### config.mk
export PLATFORM = sky130hd
export DESIGN_NAME = sat_ctr_sram_ctrl
export DESIGN_NICKNAME = d
export VERILOG_FILES = /design/src/rtl/sat_ctr_pkg.sv /design/src/rtl/sat_ctr_upd_fifo.sv /design/src/rtl/sat_ctr_sram_ctrl.sv
export SDC_FILE = /design/constraint.sdc
export NUM_CORES = 1
export LEC_CHECK = 0
export CAP_MARGIN = 20
export CORE_MARGIN = 2
export CORE_UTILIZATION = 53
export CTS_CLUSTER_SIZE = 40
export DETAILED_ROUTE_END_ITERATION = 6
export PLACE_DENSITY = 0.88
export SLEW_MARGIN = 20
export SYNTH_ARGS = -nofsm -noshare
export SYNTH_HDL_FRONTEND = slang
export SYNTH_SLANG_ARGS = --single-unit
### constraint.sdc
create_clock -name clock -period 2.6 [get_ports clock]
set_input_delay 0.52 -clock clock [delete_from_list [all_inputs] [get_ports clock]]
set_output_delay 0.52 -clock clock [all_outputs]
set_load 0.02 [all_outputs]
### src/rtl/sat_ctr_pkg.sv
// Shared parameters, operation kinds and the saturating-counter update rule
// for the SRAM-backed counter table.
package sat_ctr_pkg;

    localparam int unsigned      DEPTH    = 512;
    localparam int unsigned      IDX_W    = 9;
    localparam int unsigned      CTR_W    = 2;
    localparam int unsigned      QDEPTH   = 4;
    localparam logic [CTR_W-1:0] CTR_INIT = 2'b01;

    typedef enum logic [1:0] {
        NONE,
        LOOKUP,
        UPDATE
    } op_kind_e;

    // Step the counter toward the branch direction, clamping at both ends.
    function automatic logic [CTR_W-1:0] sat(input logic [CTR_W-1:0] c, input logic taken);
        if (taken) begin
            return (c == '1) ? c : c + CTR_W'(1);
        end
        return (c == '0) ? c : c - CTR_W'(1);
    endfunction

endpackage

### src/rtl/sat_ctr_upd_fifo.sv
// Small synchronous FIFO holding pending counter updates ({idx, taken}).
module sat_ctr_upd_fifo #(
    parameter int unsigned QDEPTH = 4,
    parameter int unsigned DATA_W = 10
) (
    input  logic              clk_i,
    input  logic              rst_i,
    input  logic              push_i,
    input  logic [DATA_W-1:0] push_data_i,
    input  logic              pop_i,
    output logic [DATA_W-1:0] head_data_o,
    output logic              full_o,
    output logic              empty_o
);

    localparam int unsigned PTR_W = (QDEPTH > 1) ? $clog2(QDEPTH) : 1;
    localparam int unsigned CNT_W = $clog2(QDEPTH + 1);

    logic [DATA_W-1:0] mem_q [QDEPTH];
    logic [PTR_W-1:0]  wr_ptr_q, wr_ptr_d;
    logic [PTR_W-1:0]  rd_ptr_q, rd_ptr_d;
    logic [CNT_W-1:0]  cnt_q, cnt_d;

    function automatic logic [PTR_W-1:0] ptr_inc(input logic [PTR_W-1:0] p);
        return (p == PTR_W'(QDEPTH - 1)) ? '0 : p + PTR_W'(1);
    endfunction

    always_comb begin
        wr_ptr_d = push_i ? ptr_inc(wr_ptr_q) : wr_ptr_q;
        rd_ptr_d = pop_i ? ptr_inc(rd_ptr_q) : rd_ptr_q;
        cnt_d    = cnt_q;
        if (push_i && !pop_i) begin
            cnt_d = cnt_q + CNT_W'(1);
        end else if (pop_i && !push_i) begin
            cnt_d = cnt_q - CNT_W'(1);
        end
    end

    always_ff @(posedge clk_i) begin
        if (rst_i) begin
            wr_ptr_q <= '0;
            rd_ptr_q <= '0;
            cnt_q    <= '0;
        end else begin
            wr_ptr_q <= wr_ptr_d;
            rd_ptr_q <= rd_ptr_d;
            cnt_q    <= cnt_d;
        end
    end

    always_ff @(posedge clk_i) begin
        if (push_i) begin
            mem_q[wr_ptr_q] <= push_data_i;
        end
    end

    assign head_data_o = mem_q[rd_ptr_q];
    assign full_o      = (cnt_q == CNT_W'(QDEPTH));
    assign empty_o     = (cnt_q == '0);

endmodule

### src/rtl/sat_ctr_sram_ctrl.sv
// Saturating-counter table controller: initialises an external 1R1W SRAM, then
// serves lookups and queued read-modify-write updates through a two-stage pipe.
module sat_ctr_sram_ctrl #(
    parameter int unsigned      DEPTH    = sat_ctr_pkg::DEPTH,
    parameter int unsigned      IDX_W    = sat_ctr_pkg::IDX_W,
    parameter int unsigned      CTR_W    = sat_ctr_pkg::CTR_W,
    parameter int unsigned      QDEPTH   = sat_ctr_pkg::QDEPTH,
    parameter logic [CTR_W-1:0] CTR_INIT = sat_ctr_pkg::CTR_INIT
) (
    input  logic             clock,
    input  logic             reset,
    input  logic             rd_valid,
    output logic             rd_ready,
    input  logic [IDX_W-1:0] rd_idx,
    output logic             resp_valid,
    output logic [CTR_W-1:0] resp_ctr,
    input  logic             upd_valid,
    output logic             upd_ready,
    input  logic [IDX_W-1:0] upd_idx,
    input  logic             upd_taken,
    output logic             init_done,
    output logic             sram_web,
    output logic [IDX_W-1:0] sram_aa,
    output logic [CTR_W-1:0] sram_d,
    output logic             sram_reb,
    output logic [IDX_W-1:0] sram_ab,
    input  logic [CTR_W-1:0] sram_q
);

    import sat_ctr_pkg::*;

    logic             init_done_q, init_done_d;
    logic [IDX_W-1:0] init_cnt_q, init_cnt_d;
    op_kind_e         s1_kind_q, s1_kind_d;
    logic [IDX_W-1:0] s1_idx_q, s1_idx_d;
    logic             s1_taken_q, s1_taken_d;
    logic             fwd_en_q;
    logic [IDX_W-1:0] fwd_addr_q;
    logic [CTR_W-1:0] fwd_data_q;
    logic [CTR_W-1:0] s1_val;

    logic             q_push, q_pop, q_full, q_empty;
    logic [IDX_W-1:0] q_head_idx;
    logic             q_head_taken;

    sat_ctr_upd_fifo #(
        .QDEPTH (QDEPTH),
        .DATA_W (IDX_W + 1)
    ) u_upd_fifo (
        .clk_i       (clock),
        .rst_i       (reset),
        .push_i      (q_push),
        .push_data_i ({upd_idx, upd_taken}),
        .pop_i       (q_pop),
        .head_data_o ({q_head_idx, q_head_taken}),
        .full_o      (q_full),
        .empty_o     (q_empty)
    );

    assign init_done = init_done_q;

    always_comb begin
        init_done_d = init_done_q;
        init_cnt_d  = init_cnt_q;
        s1_kind_d   = NONE;
        s1_idx_d    = '0;
        s1_taken_d  = 1'b0;
        rd_ready    = 1'b0;
        upd_ready   = 1'b0;
        resp_valid  = 1'b0;
        resp_ctr    = '0;
        sram_web    = 1'b1;
        sram_aa     = '0;
        sram_d      = '0;
        sram_reb    = 1'b1;
        sram_ab     = '0;
        q_pop       = 1'b0;
        // The SRAM hands back pre-write data when read and written in the same cycle.
        s1_val      = (fwd_en_q && (fwd_addr_q == s1_idx_q)) ? fwd_data_q : sram_q;

        // Reset is synchronous, so every outputs stays quiet during the reset cycle itself.
        if (!reset) begin
            if (!init_done_q) begin
                sram_web   = 1'b0;
                sram_aa    = init_cnt_q;
                sram_d     = CTR_INIT;
                init_cnt_d = init_cnt_q + IDX_W'(1);
                if (init_cnt_q == IDX_W'(DEPTH - 1)) begin
                    init_done_d = 1'b1;
                end
            end else begin
                rd_ready  = !q_full;
                upd_ready = !q_full;

                if (q_full || (!rd_valid && !q_empty)) begin
                    q_pop      = 1'b1;
                    sram_reb   = 1'b0;
                    sram_ab    = q_head_idx;
                    s1_kind_d  = UPDATE;
                    s1_idx_d   = q_head_idx;
                    s1_taken_d = q_head_taken;
                end else if (rd_valid) begin
                    sram_reb  = 1'b0;
                    sram_ab   = rd_idx;
                    s1_kind_d = LOOKUP;
                    s1_idx_d  = rd_idx;
                end

                case (s1_kind_q)
                    LOOKUP: begin
                        resp_valid = 1'b1;
                        resp_ctr   = s1_val;
                    end
                    UPDATE: begin
                        sram_web = 1'b0;
                        sram_aa  = s1_idx_q;
                        sram_d   = sat(s1_val, s1_taken_q);
                    end
                    default: ;
                endcase
            end
        end

        q_push = upd_valid && upd_ready;
    end

    always_ff @(posedge clock) begin
        if (reset) begin
            init_done_q <= 1'b0;
            init_cnt_q  <= '0;
            s1_kind_q   <= NONE;
            s1_idx_q    <= '0;
            s1_taken_q  <= 1'b0;
            fwd_en_q    <= 1'b0;
            fwd_addr_q  <= '0;
            fwd_data_q  <= '0;
        end else begin
            init_done_q <= init_done_d;
            init_cnt_q  <= init_cnt_d;
            s1_kind_q   <= s1_kind_d;
            s1_idx_q    <= s1_idx_d;
            s1_taken_q  <= s1_taken_d;
            fwd_en_q    <= ~sram_web;
            fwd_addr_q  <= sram_aa;
            fwd_data_q  <= sram_d;
        end
    end

endmodule
==> results of run 1 <==
cells by family (layout without fill, tap and decap cells):
| group | Yosys count | in the layout | synth area share [%] |
|---|---|---|---|
| mux | 16 | 16 | 7.93 |
| simple gates | 82 | 82 | 12.8 |
| xor+xnor | 17 | 17 | 4.31 |
| fa+ha+maj | 9 | 9 | 3.47 |
| compound gates | 50 | 50 | 8.83 |
| buf+inv | 21 | 99 | 3.00 |
| flops | 83 | 83 | 59.6 |
power by group through the flow:
stage	sequential, µW	combinational (µW)	clock, µW
finish	1380	111	945
global route	1380	120	1020
CTS	1380	108	961
detailed placement	1410	110	0
global placement	1410	106	0
floorplan	1410	43.9	0
synthesized netlist by cell type, drive strengths merged (8+ instances only):
master   n  area share (%)
buf      8             1.6
mux4     9             5.9
xnor2   11             2.8
dfxtp   43              25
ha       8             2.9
nand2   10             1.1
a22o     9             2.3
nor2    19             2.1
edfxtp  40              35
nand3   12             1.7
nand2b  10             1.8
a21oi   24             3.5
layout by cell type (no fill, tap or decap), types with 11 or more instances in the layout:
cell type and instances:
dfxtp_1 42, edfxtp_1 40, clkdlybuf4s50_1 25, a21oi_1 23
buf_4 23, nor2_1 19, nand3_1 12, xnor2_1 11
dlygate4sd2_1 11
through the flow:
step | area, µm² | total power, µW | setup TNS (ns) | cells | utilization [%]
6_report | 4360 | 2440 | 0 | 433 | 69.1
5_1_grt | 4360 | 2520 | -0.129 | 433 | 69.1
4_1_cts | 4370 | 2450 | 0 | 433 | 69.3
3_5_place_dp | 4190 | 1520 | -4.66 | 417 | 66.3
3_3_place_gp | 4190 | 1520 | -4.03 | 417 | 66.3
2_1_floorplan | 3460 | 1450 | 0 | 278 | -
worst paths after layout:
check	start	endpoint	slack, ns	depth (start not counted)
max	s1_idx_q[0]	sram_d[0]	0.05	5
min	u_upd_fifo.wr_ptr_q[1]	u_upd_fifo.wr_ptr_q[1]	0.52	2
max reg2reg	u_upd_fifo.cnt_q[0]	u_upd_fifo.cnt_q[2]	0.14	9
min reg2reg	u_upd_fifo.wr_ptr_q[1]	u_upd_fifo.wr_ptr_q[1]	0.52	2
registers in the layout (all words and copies together), names as in the netlist, named ones only:
register             cells
u_upd_fifo.mem_q        40
fwd_addr_q               9
init_cnt_q               9
s1_idx_q                 9
u_upd_fifo.cnt_q         3
fwd_data_q               2
s1_kind_q                2
u_upd_fifo.rd_ptr_q      2
u_upd_fifo.wr_ptr_q      2
fwd_en_q                 1
init_done                1
s1_taken_q               1
routing by layer:
metal	track usage, %	part of all wire (%)	wire, µm	vias up
met5	0	0	0	-
met4	8.08	2.3	168	0
met3	4.62	4.7	353	17
met2	37.4	54	4000	85
met1	25.6	39	2920	1197
li1	-	-	-	1166
worst reg2reg max path, delay by kind of cell, from the launching register on:
family | cells | cell delay [ns]
simple gates | 3 | 1.04
fa+ha+maj | 2 | 0.53
flops | 1 | 0.36
xor+xnor | 1 | 0.16
compound gates | 1 | 0.16
buf+inv | 2 | 0.14
final cells by class:
cell class	instances	area [µm²]
well taps	77	96.3
repair buffers	76	653
clock inverters	7	81.3
clock buffers	9	124
inverters	7	26.3
multi-input cells	174	1320
fillers	461	1950
flip-flops and latches	83	2060
timing repair:
item,CTS,global route
endpoints found under the setup margin,27,16
gates resized for setup,45,24
hold buffers,0,0
pin swaps,0,1
hold endpoints to repair,0,0
==> impl_metrics.toml, run 1 <==
[worst_setup_path]
crit_path_max_fanout = 4
cp.required_ns = 2.08
path_cells = "xnor2_1 -> nand4_1 -> o31ai_2 -> a31oi_1 -> dlygate4sd2_1"
cp_top_family = "compound AO/OA/AOI/OAI gates"
crit_buf_inv = 1
critPathCaptureType = "output port"
start_kind = "flop"
crit_path_max_incr_delay_ns = 0.34
critPathSlowestCell = "dfxtp_1"
arrival_ns = 2.03
crit_type = "flop to output port"

[sta]
min_period_ns = 2.55
relSlewSlack_pct = 77.6
layout_setup_ws_ns = 0.0494
drv_slew = 0
setup_viol = 0
hold_violations = 0
worst_pin_slew_ns = 0.333
finalCritPeriodShare_pct = 98.1
rsz0062_at_grt = "yes"
fin_hold_ws_ns = 0.515
clock-skew-final_ns = 0.0138
max_freq_ghz = 0.392

[clock_network]
numCtsBuffers = 9
post-cts-setup-buffer-count = 0
clock_sinks = 83
ctsLongestPathBuffers = 2
cts.clk_slew.worst_paths_ns = 0.08
cts-root-buf = "clkbuf_8"
clock_latency_ns = 0.35
cts_tree = "built"
htreeDepth = 3

[power]
combPwrFrac_pct = 4.5
pwr-share-seq_pct = 56.7
leakage_uw = 0.00167
internal_power_uw = 1890
p_sw_share_pct = 22.4
vdd_drop_max_uv = 433
p_clk_share_pct = 38.8
power_density_nw_per_um2 = 559
p_switching_uw = 545

[route]
via_count = 2465
wl_per_cell_um = 17.2
drcViolationCount = 0
drt_iter0_drc = 168
postRouteAntennaNets = 0
dr.pass1.iters = 4
finalWirelength_um = 7440
vias_per_cell = 5.69

[global_routing]
grt_usage_pct = 21.3
grt_pass1_vias = 2418
grt_max_degree = 31
grt_pass1_wl_um = 11700
grt-ovfl-total = 0
antenna_found_initial = 0

[floorplan]
die_width_um = 84.8
core_um2 = 6310
initial_core_util_pct = 54.8
rows = 29
fp.dieH_um = 84.8
io_pins = 53
die_area_um2 = 7190

[logic_synthesis]
post_synth_num_cell_types = 37
synth_top_flop_cell = "dfxtp_1"
syn_inst = 278
synth_fp_nets = 312
synth_edf_count = 40
synth-seq-cells = 83
yosysSeqAreaShare_pct = 59.6
syn_area_um2 = 3460
yosys_warnings = 0
async_flop_share_pct = 0
syn_area_per_cell_um2 = 12.4

[cells_and_area]
nNetsFinal = 385
antenna_cells = 0
drive_above_1_share_pct = 19.7
area_growth_pct = 26.2

[placed_design]
dpl_worst_slack_ns = -0.340
portBuffers = 52
dp_hpwl_um = 5490
gp_congestion = 0.918

[worst_hold_path]
worstHoldPathType = "flop to flop"

[status]
status = "finished, final reports clean"

[flow_run]
maxCapViolCount = 0
Power figures use the tool's default switching activity.
==> inputs of run 2 (changes only) <==
- TNS_END_PERCENT: unset -> 1
==> impl_metrics.toml, run 2 (synthesized netlist as in run 1, its figures left out) <==
[cells_and_area]
drive_above_1_share_pct = 19.7
multiInputGateArea_um2 = 1320
nNetsFinal = 385
layout_common_cells = "42 x dfxtp_1, 40 x edfxtp_1, 25 x clkdlybuf4s50_1"
layout_commonest_cell = "dfxtp_1"
largest_reg_flops = 40
fillers = 461
seq_area_um2 = 2060
antenna_cells = 0
final_cell_area_um2 = 4360
top_register = "u_upd_fifo.mem_q"
area_growth_pct = 26.2

[route]
drcViolationCount = 0
finalWirelength_um = 7440
dr.pass1.iters = 4
wl_per_cell_um = 17.2
vias_per_cell = 5.69
drt_iter0_drc = 150
via_count = 2463
postRouteAntennaNets = 0

[worst_setup_path]
crit_buf_inv = 1
critPathSlowestCell = "dlygate4sd2_1"
crit_type = "flop to output port"
arrival_ns = 2.03
critPathCaptureType = "output port"
crit_path_max_incr_delay_ns = 0.35
path_cells = "xnor2_1 -> nand4_1 -> o31ai_2 -> a31oi_1 -> dlygate4sd2_1"
crit_path_max_fanout = 4
cp_top_family = "compound AO/OA/AOI/OAI gates"
cp.required_ns = 2.08
start_kind = "flop"

[sta]
min_period_ns = 2.55
fin_hold_ws_ns = 0.514
drv_slew = 0
setup_viol = 0
relSlewSlack_pct = 77.8
max_freq_ghz = 0.393
layout_setup_ws_ns = 0.0537
worst_pin_slew_ns = 0.330
tns_ns = 0
hold_violations = 0
rsz0062_at_grt = "yes"
clock-skew-final_ns = 0.0131
finalCritPeriodShare_pct = 97.9

[floorplan]
core_um2 = 6310
die_area_um2 = 7190
io_pins = 53
rows = 29
initial_core_util_pct = 54.8
fp.dieH_um = 84.8
die_width_um = 84.8

[placed_design]
postPlaceCellArea_um2 = 4190
dpl_worst_slack_ns = -0.340
gp_congestion = 0.918
dp_hpwl_um = 5490
portBuffers = 52

[power]
leakage_uw = 0.00167
vdd_drop_max_uv = 433
power_density_nw_per_um2 = 559
finalPower_uw = 2440

[global_routing]
grt_usage_pct = 21.2
grtUsageMet2_pct = 37.4
grt_pass1_wl_um = 11600
antenna_found_initial = 0
grt_pass1_vias = 2415
use_met3_pct = 4.62
grt-ovfl-total = 0
grt_max_degree = 31
met1_usage_pct = 25.3
gr-max-usage-layer = "met2"

[clock_network]
post-cts-setup-buffer-count = 0
cts.clk_slew.worst_paths_ns = 0.08
cts_tree = "built"
htreeDepth = 3
clock_sinks = 83
ctsHoldBuffers = 0
clock_latency_ns = 0.35
ctsLongestPathBuffers = 2
numCtsBuffers = 9
cts-root-buf = "clkbuf_8"

[status]
status = "finished, final reports clean"

[flow_run]
maxCapViolCount = 0

[worst_hold_path]
worstHoldPathType = "flop to flop"
==> run 2: what timing repair did <==
item | in CTS | in global routing
setup endpoints to repair | 27 | 16
cloned | 0 | 0
pin swaps | 0 | 1
gates resized for setup | 43 | 25
==> run 2: metrics by stage <==
step / utilization [%] / cells
after floorplan: - / 278
after global placement: 66.3 / 417
after detailed placement: 66.3 / 417
after CTS: 69.2 / 433
after global routing: 69.1 / 433
final: 69.1 / 433
==> run 2: where the power goes <==
part	switching, µW	internal [µW]	leakage, µW
Clock	485	461	0.000107
Combinational	53.0	57.8	0.000852
Sequential	7.39	1370	0.000708
==> run 2: area by class of cell <==
class | instances | area share [%]
Clock buffer | 9 | 2.84
Clock inverter | 7 | 1.86
Inverter | 7 | 0.602
Multi-Input combinational cell | 174 | 30.2
Sequential cell | 83 | 47.3
Tap cell | 77 | 2.21
Timing Repair Buffer | 76 | 15.0
==> run 2: path summary, 6_finish.rpt <==
kind | from | endpoint | slack [ns] | cells past startpoint
setup / recovery | s1_idx_q[0] | sram_d[0] | 0.05 | 5
hold / removal | u_upd_fifo.wr_ptr_q[1] | u_upd_fifo.wr_ptr_q[1] | 0.51 | 2
hold reg to reg | u_upd_fifo.wr_ptr_q[1] | u_upd_fifo.wr_ptr_q[1] | 0.51 | 2
setup reg to reg | u_upd_fifo.cnt_q[0] | u_upd_fifo.cnt_q[2] | 0.14 | 9
==> run 2: metal layers <==
metal | wire length (µm) | up-vias | part of all wire, %
met1 | 2940 | 1201 | 40
li1 | - | 1167 | -
met3 | 368 | 13 | 4.9
met4 | 155 | 0 | 2.1
met2 | 3970 | 82 | 53
met5 | 0 | - | 0
==> run 2: worst register-to-register path, stage by stage, from the launching register on <==
cell     delay (ns)
dfxtp_2        0.36
or3_1          0.39
and3_2         0.31
inv_1          0.09
ha_1           0.16
inv_1          0.05
fa_1           0.37
xor2_1         0.16
or3_1          0.33
a21oi_2        0.16
==> inputs of run 3 (changes only) <==
- HOLD_SLACK_MARGIN: unset -> 0.05
==> results of run 3 <==
No change in the layout: final DEF, timing and power equal those of run 2.
